File: config.mk
export PLATFORM = sky130hd
export DESIGN_NAME = multicycle_ctrl_flat
export DESIGN_NICKNAME = d
export VERILOG_FILES = /design/src/rtl/multicycle_ctrl_if.sv /design/src/rtl/multicycle_ctrl.sv /design/src/flat_wrapper.sv
export SDC_FILE = /design/constraint.sdc
export NUM_CORES = 1
export LEC_CHECK = 0
export ABC_AREA = 1
export ABC_CLOCK_PERIOD_IN_PS = 1370
export CAP_MARGIN = 40
export CORE_ASPECT_RATIO = 0.7
export CORE_MARGIN = 2
export CORE_UTILIZATION = 40
export CTS_CLUSTER_DIAMETER = 120
export DETAILED_ROUTE_END_ITERATION = 16
export GPL_TIMING_DRIVEN = 1
export PLACE_DENSITY = 0.77
export SYNTH_ARGS = -nofsm -noshare
export SYNTH_HDL_FRONTEND = slang
export SYNTH_SLANG_ARGS = --single-unit
File: constraint.sdc
create_clock -name clk -period 1.37 [get_ports clk]
set_input_delay 0.137 -clock clk [delete_from_list [all_inputs] [get_ports clk]]
set_output_delay 0.137 -clock clk [all_outputs]
set_load 0.02 [all_outputs]
File: src/rtl/multicycle_ctrl_if.sv
`default_nettype none
// ============================================================================
// multicycle_ctrl_if : control/status bundle between the controller and datapath
// Rev 1.0
// ============================================================================
interface multicycle_ctrl_if #(
  parameter int CNT_W = 16
);
  logic             run;
  logic             step;
  logic [31:0]      pc;
  logic [6:0]       op;
  logic [2:0]       funct3;
  logic             funct7_5;
  logic             ir_we;
  logic             pc_we;
  logic             rf_we;
  logic             mem_we;
  logic             alusrc_imm;
  logic             wd_sel_mem;
  logic [1:0]       imm_sel;
  logic [4:0]       aluop;
  logic [2:0]       state;
  logic             halted;
  logic             illegal;
  logic [CNT_W-1:0] instr_count;

  modport master (
    output run, step, pc, op, funct3, funct7_5,
    input  ir_we, pc_we, rf_we, mem_we, alusrc_imm, wd_sel_mem, imm_sel, aluop,
           state, halted, illegal, instr_count
  );

  modport slave (
    input  run, step, pc, op, funct3, funct7_5,
    output ir_we, pc_we, rf_we, mem_we, alusrc_imm, wd_sel_mem, imm_sel, aluop,
           state, halted, illegal, instr_count
  );
endinterface
`default_nettype wire

File: src/rtl/multicycle_ctrl.sv
`default_nettype none
// ============================================================================
// multicycle_ctrl : FETCH/DECODE/EXEC/MEM/WB sequencer for the shared datapath
// Rev 1.0
// ============================================================================
module multicycle_ctrl #(
  parameter logic [31:0] HALT_ADDR = 32'h0040000c,
  parameter int          CNT_W     = 16
) (
  input  logic             clk,
  input  logic             rst,
  multicycle_ctrl_if.slave bus
);

  typedef enum logic [2:0] {
    S_IDLE   = 3'd0,
    S_FETCH  = 3'd1,
    S_DECODE = 3'd2,
    S_EXEC   = 3'd3,
    S_MEM    = 3'd4,
    S_WB     = 3'd5,
    S_HALT   = 3'd6
  } state_e;

  typedef enum logic [1:0] {
    C_NONE  = 2'd0,
    C_LOAD  = 2'd1,
    C_STORE = 2'd2,
    C_ALU   = 2'd3
  } class_e;

  localparam logic [6:0] OP_LOAD  = 7'b0000011;
  localparam logic [6:0] OP_STORE = 7'b0100011;
  localparam logic [6:0] OP_LUI   = 7'b0110111;
  localparam logic [6:0] OP_REG   = 7'b0110011;
  localparam logic [6:0] OP_IMM   = 7'b0010011;

  state_e           state_q, state_d;
  class_e           cls_q, cls_d;
  logic [4:0]       aluop_q, aluop_d;
  logic             alusrc_q, alusrc_d;
  logic [1:0]       imm_sel_q, imm_sel_d;
  logic             illegal_q, illegal_d;
  logic [CNT_W-1:0] cnt_q;
  logic             retire;

  class_e     dec_cls;
  logic [4:0] dec_aluop, f3_aluop;
  logic       dec_alusrc, f3_ok;
  logic [1:0] dec_imm;

  // Instruction decode; only sampled while in DECODE
  always_comb begin
    dec_cls    = C_NONE;
    dec_aluop  = 5'b00000;
    dec_alusrc = 1'b0;
    dec_imm    = 2'd0;
    f3_ok      = 1'b1;
    f3_aluop   = 5'b00000;
    case (bus.funct3)
      3'b000:  f3_aluop = 5'b00000;
      3'b111:  f3_aluop = 5'b00001;
      3'b110:  f3_aluop = 5'b00010;
      3'b001:  f3_aluop = 5'b00100;
      3'b101:  f3_aluop = bus.funct7_5 ? 5'b00110 : 5'b00101;
      default: f3_ok    = 1'b0;
    endcase
    case (bus.op)
      OP_LOAD: begin
        dec_cls    = C_LOAD;
        dec_alusrc = 1'b1;
      end
      OP_STORE: begin
        dec_cls    = C_STORE;
        dec_alusrc = 1'b1;
        dec_imm    = 2'd1;
      end
      OP_LUI: begin
        dec_cls    = C_ALU;
        dec_aluop  = 5'b10011;
        dec_alusrc = 1'b1;
        dec_imm    = 2'd2;
      end
      OP_REG: begin
        if (f3_ok) begin
          dec_cls   = C_ALU;
          dec_aluop = (bus.funct3 == 3'b000 && bus.funct7_5) ? 5'b00011 : f3_aluop;
        end
      end
      OP_IMM: begin
        // bit 30 is immediate data for addi, so only the shifts look at it
        if (f3_ok) begin
          dec_cls    = C_ALU;
          dec_aluop  = f3_aluop;
          dec_alusrc = 1'b1;
        end
      end
      default: dec_cls = C_NONE;
    endcase
  end

  always_comb begin
    state_d   = state_q;
    cls_d     = cls_q;
    aluop_d   = aluop_q;
    alusrc_d  = alusrc_q;
    imm_sel_d = imm_sel_q;
    illegal_d = illegal_q;
    retire    = 1'b0;
    case (state_q)
      S_IDLE:   if (bus.run || bus.step) state_d = S_FETCH;
      S_FETCH:  state_d = (bus.pc == HALT_ADDR) ? S_HALT : S_DECODE;
      S_DECODE: begin
        cls_d     = dec_cls;
        aluop_d   = dec_aluop;
        alusrc_d  = dec_alusrc;
        imm_sel_d = dec_imm;
        if (dec_cls == C_NONE) begin
          state_d   = S_HALT;
          illegal_d = 1'b1;
        end else begin
          state_d = S_EXEC;
        end
      end
      S_EXEC:   state_d = (cls_q == C_ALU) ? S_WB : S_MEM;
      S_MEM:    if (cls_q == C_STORE) retire = 1'b1; else state_d = S_WB;
      S_WB:     retire = 1'b1;
      S_HALT:   state_d = S_HALT;
      default:  state_d = S_IDLE;
    endcase
    // run is only consulted at retire, so mid-instruction toggles are deferred
    if (retire) state_d = bus.run ? S_FETCH : S_IDLE;
  end

  always_ff @(posedge clk) begin
    if (rst) begin
      state_q   <= S_IDLE;
      cls_q     <= C_NONE;
      aluop_q   <= 5'b00000;
      alusrc_q  <= 1'b0;
      imm_sel_q <= 2'd0;
      illegal_q <= 1'b0;
      cnt_q     <= '0;
    end else begin
      state_q   <= state_d;
      cls_q     <= cls_d;
      aluop_q   <= aluop_d;
      alusrc_q  <= alusrc_d;
      imm_sel_q <= imm_sel_d;
      illegal_q <= illegal_d;
      if (retire && (cnt_q != {CNT_W{1'b1}})) cnt_q <= cnt_q + CNT_W'(1);
    end
  end

  logic w_active;
  assign w_active = (state_q == S_EXEC) || (state_q == S_MEM) || (state_q == S_WB);

  assign bus.ir_we       = !rst && (state_q == S_FETCH) && (bus.pc != HALT_ADDR);
  assign bus.pc_we       = !rst && retire;
  assign bus.rf_we       = !rst && (state_q == S_WB);
  assign bus.mem_we      = !rst && (state_q == S_MEM) && (cls_q == C_STORE);
  assign bus.aluop       = w_active ? aluop_q   : 5'b00000;
  assign bus.alusrc_imm  = w_active ? alusrc_q  : 1'b0;
  assign bus.imm_sel     = w_active ? imm_sel_q : 2'd0;
  assign bus.wd_sel_mem  = w_active && (cls_q == C_LOAD);
  assign bus.state       = state_q;
  assign bus.halted      = (state_q == S_HALT);
  assign bus.illegal     = illegal_q;
  assign bus.instr_count = cnt_q;

endmodule
`default_nettype wire

File: src/flat_wrapper.sv
// flat-port wrapper written by rule: the top's interface ports become plain ports
module multicycle_ctrl_flat 
#(
  parameter logic [31:0] HALT_ADDR = 32'h0040000c,
  parameter int          CNT_W     = 16
)
  (clk, rst, bus_run, bus_step, bus_pc, bus_op, bus_funct3, bus_funct7_5, bus_ir_we, bus_pc_we, bus_rf_we, bus_mem_we, bus_alusrc_imm, bus_wd_sel_mem, bus_imm_sel, bus_aluop, bus_state, bus_halted, bus_illegal, bus_instr_count);
  multicycle_ctrl_if #(.CNT_W(CNT_W)) bus_i ();
  input  logic clk;
  input  logic rst;
  input wire logic [$bits(bus_i.run)-1:0] bus_run;
  input wire logic [$bits(bus_i.step)-1:0] bus_step;
  input wire logic [$bits(bus_i.pc)-1:0] bus_pc;
  input wire logic [$bits(bus_i.op)-1:0] bus_op;
  input wire logic [$bits(bus_i.funct3)-1:0] bus_funct3;
  input wire logic [$bits(bus_i.funct7_5)-1:0] bus_funct7_5;
  output wire logic [$bits(bus_i.ir_we)-1:0] bus_ir_we;
  output wire logic [$bits(bus_i.pc_we)-1:0] bus_pc_we;
  output wire logic [$bits(bus_i.rf_we)-1:0] bus_rf_we;
  output wire logic [$bits(bus_i.mem_we)-1:0] bus_mem_we;
  output wire logic [$bits(bus_i.alusrc_imm)-1:0] bus_alusrc_imm;
  output wire logic [$bits(bus_i.wd_sel_mem)-1:0] bus_wd_sel_mem;
  output wire logic [$bits(bus_i.imm_sel)-1:0] bus_imm_sel;
  output wire logic [$bits(bus_i.aluop)-1:0] bus_aluop;
  output wire logic [$bits(bus_i.state)-1:0] bus_state;
  output wire logic [$bits(bus_i.halted)-1:0] bus_halted;
  output wire logic [$bits(bus_i.illegal)-1:0] bus_illegal;
  output wire logic [$bits(bus_i.instr_count)-1:0] bus_instr_count;
  assign bus_i.run = bus_run;
  assign bus_i.step = bus_step;
  assign bus_i.pc = bus_pc;
  assign bus_i.op = bus_op;
  assign bus_i.funct3 = bus_funct3;
  assign bus_i.funct7_5 = bus_funct7_5;
  assign bus_ir_we = bus_i.ir_we;
  assign bus_pc_we = bus_i.pc_we;
  assign bus_rf_we = bus_i.rf_we;
  assign bus_mem_we = bus_i.mem_we;
  assign bus_alusrc_imm = bus_i.alusrc_imm;
  assign bus_wd_sel_mem = bus_i.wd_sel_mem;
  assign bus_imm_sel = bus_i.imm_sel;
  assign bus_aluop = bus_i.aluop;
  assign bus_state = bus_i.state;
  assign bus_halted = bus_i.halted;
  assign bus_illegal = bus_i.illegal;
  assign bus_instr_count = bus_i.instr_count;
  multicycle_ctrl #(.HALT_ADDR(HALT_ADDR), .CNT_W(CNT_W)) u_core (.clk(clk), .rst(rst), .bus(bus_i));
endmodule
==> key figures, run 1 <==
Finish
  • Fillers: about 370
  • Register Area: just over 600 sq um
  • Net count, final: roughly 540
  • Util after Layout: 76.6%
  • Layout area overhead: 80.6%
  • Final std cells w/o fill: 560
  • ANT cells: 0
  • Layout cell share with drive strength beyond 1: between 30% and 40%
  • Multi-input logic area: between 0.001 and 0.0015 sq mm
  • Fin area: between 0.003 and 0.004 sq mm

Place
  • Post-DP HPWL: about 5.1 mm
  • Dpl cells: 544
  • IO Port Bufs: 79
  • Placed Area: 0.00345 sq mm
  • Place WS: -468 ps
  • Final RePlAce weighted congestion: between 0.9 and 1

Timing
  • Fin Setup TNS: -797 ps
  • Unrepaired setup endpoints after global routing: yes
  • Final count of pins violating max slew: 0
  • Final WS setup: -115 ps
  • Final Hold Viols: 0
  • Final min period: between 1000 and 1500 ps
  • Clock skew: 6.91 ps
  • Period utilization: 108%
  • Setup violators final: 22
  • Fmax: ~0.67 GHz
  • Hold WS: between 300 and 400 ps

Pwr
  • Total power: approximately 3.6 mW
  • PD cells: approximately 950 mW/mm^2
  • Peak VDD IR: roughly 560 uV
  • Pleak: around 1.7 nW

Route
  • Post-route DRC: 0
  • Final WL: 6.91 mm
  • Vias per inst: 4.64
  • Detailed Routing Iterations Pass 1: 4
  • DRT iter0 DRCs: between 100 and 150
  • DRT antenna net count: 0
  • Drt wl/cell: between 10 and 15 microns
  • Vias: roughly 2.6k

Floorplanning
  • Starting Density: between 40% and 50%
  • Die W: about 90 microns
  • I/O pin count: between 80 and 90
  • Die height: between 60 and 70 microns
  • Num rows: 21
  • Core Box Area: 0.00489 sq mm
  • DIE AREA: slightly below 0.006 sq mm

Critical path
  • Worst Setup End Kind: flip-flop
  • Crit path DAT: approximately 1700 ps
  • Reg2reg setup slack: -110 ps
  • Required @ worst endpoint: about 1600 ps
  • Worst R2R Start: u_core.bus.instr_count[0]
  • Critical Path Source Type: flip-flop
  • Max FO, Critical Path: 6
  • WS Path Type: flip-flop to flip-flop
  • R2R cell count: 8
  • Reg-to-Reg End: u_core.bus.instr_count[4]

Job
  • Max-cap violations: 0

Status
  • Failing checks: negative setup slack
  • Status: finished, violations left

CTS
  • Clock root cell: clkbuf_8
  • Total clock sinks: 29
  • CTS tree: yes
  • Worst-skew pair later-pin latency: ~280 ps
  • CTS buffer count: 5
  • Clk pin slew, worst setup/hold paths: approximately 70 ps
  • Maximum clock path buffer count: 2
  • Max H-tree Level: 2

Hold path
  • Worst Hold Class: input pin to flip-flop
  • Hold endpoint: u_core.bus.illegal
  • Worst Hold Depth: 3
  • Hold path start: rst

Logic synthesis
  • Syn nets: a little under 400
  • Seq/Total Area, Yosys: between 20% and 30%
  • Mapped cell area: a little over 0.002 sq mm
  • Yosys cell types: 34
  • Yosys reg bits: 29
  • Mean Syn Cell Area: roughly 6.1 sq um
  • Yosys top cell by area: dfxtp_1
  • Yosys warning count: 0
  • Ys flop type: dfxtp_1
  • Async SR Flop Fraction: 0%
  • Synth area leaders: dfxtp_1 28%, nand2_1 16%, inv_1 11%
  • Post-synth EDFFs: 0
  • Post-synthesis cell count: 342
  • Top cell type's share of synthesized area: between 20 and 30%

GRT
  • Vias in the first global route: roughly 2.6k
  • Grt ovf: 0
  • Initial antenna violation count: 0
  • GRT Total Usage: between 20% and 30%
  • Largest net degree at the start of global routing: 14
  • Global-route wire length before repair: 11.4 mm
-- state kept, by name, summed over array words and instances, names as in the netlist --
register / flops
u_core.aluop_q: 4
u_core.bus.illegal: 1
u_core.cls_q: 2
u_core.alusrc_q: 1
u_core.imm_sel_q: 2
u_core.bus.state: 3
u_core.bus.instr_count: 16
-- where the power goes --
part	total (mW)	switching [mW]	leakage [nW]	internal [mW]
clock network	0.939	0.346	0.0585	0.593
registers	1.06	0.112	0.245	0.948
logic	1.56	0.772	1.44	0.792
total	3.56	1.23	1.75	2.33
-- cells in the final DEF, fill, tap and decap left out, types with 13 or more instances in the layout --
cell / count
buf_4: 69
dlygate4sd2_1: 23
clkdlybuf4s50_1: 41
nor2_1: 44
nand3_1: 22
inv_1: 56
dfxtp_2: 13
nand2_1: 77
nand2_2: 16
-- synth_stat cells, drive strengths merged, types with 2 or more instances --
library cell and number:
a211oi 2, nand4 9, buf 7, nor2 59, dfxtp 29, o211ai 2
xor2 4, nand2 96, a21oi 21, nand3b 2, nand3 26, inv 61
xnor2 3, o21ai 8, nor3 7
-- worst max path at each step --
stage | slack [ps] | end | from
floorplan | -50 | u_core.bus.instr_count[13] | u_core.bus.instr_count[0]
global placement | -450 | bus_ir_we | bus_pc[18]
detailed placement | -470 | bus_ir_we | bus_pc[6]
CTS | -50 | bus_mem_we | u_core.bus.state[1]
global route | -190 | bus_ir_we | u_core.bus.state[0]
finish | -110 | u_core.bus.instr_count[4] | u_core.bus.instr_count[0]
-- routing by layer --
| metal | routed length, microns | share of wire (%) | track usage, % |
|---|---|---|---|
| met2 | 3020 | 44 | 39.8 |
| met5 | 0 | 0 | 0 |
| met3 | 502 | 7.3 | 5.66 |
| met1 | 3320 | 48 | 31.8 |
| met4 | 68 | 0.98 | 4.23 |
-- cell type report --
type	instances	area share (%)
sequential	29	16.4
inverter	61	6.25
tap	69	2.31
clock buffer	7	2.31
multi-input combinational	244	36.9
clock inverter	1	0.802
timing repair buffer	149	35.0
-- logic make-up after synthesis --
kind of cell	after synthesis	synth area share (%)
and+or+nand+nor	201	43.6
buffers and inverters	69	13.5
AOI/OAI and AO/OA	34	11.1
DFF	29	28.0
xor gates and xnor gates	7	2.96
adders and majority gates	1	0.603
other	1	0.181
-- critical path, stage by stage (launching register included) --
cell and delay (ps):
dfxtp_4 360, ha_4 150, nand2_4 50, nor2_4 110
nand3_4 110, o21ai_4 220, buf_6 170, nand2_1 70
a21oi_1 160
-- repair_timing --
| item | in CTS | in global routing |
|---|---|---|
| resized for setup | 102 | 44 |
| gates cloned | 0 | 1 |
| hold buffers | 0 | 0 |
| pin swaps | 5 | 7 |
| buffers inserted | 4 | 3 |
| endpoints found under the setup margin | 48 | 40 |
Note: power is estimated with default switching activity, not from simulation.
==> run 2, diff against run 1 <==
CTS_CLUSTER_SIZE = 24   (was unset)
==> results of run 2 <==
The final DEF is identical to that of run 1; final timing and power are the same.
==> run 3, diff against run 2 <==
HOLD_SLACK_MARGIN = 0.12   (was unset)
==> results of run 3 <==
The final DEF is identical to that of run 1; final timing and power are the same.
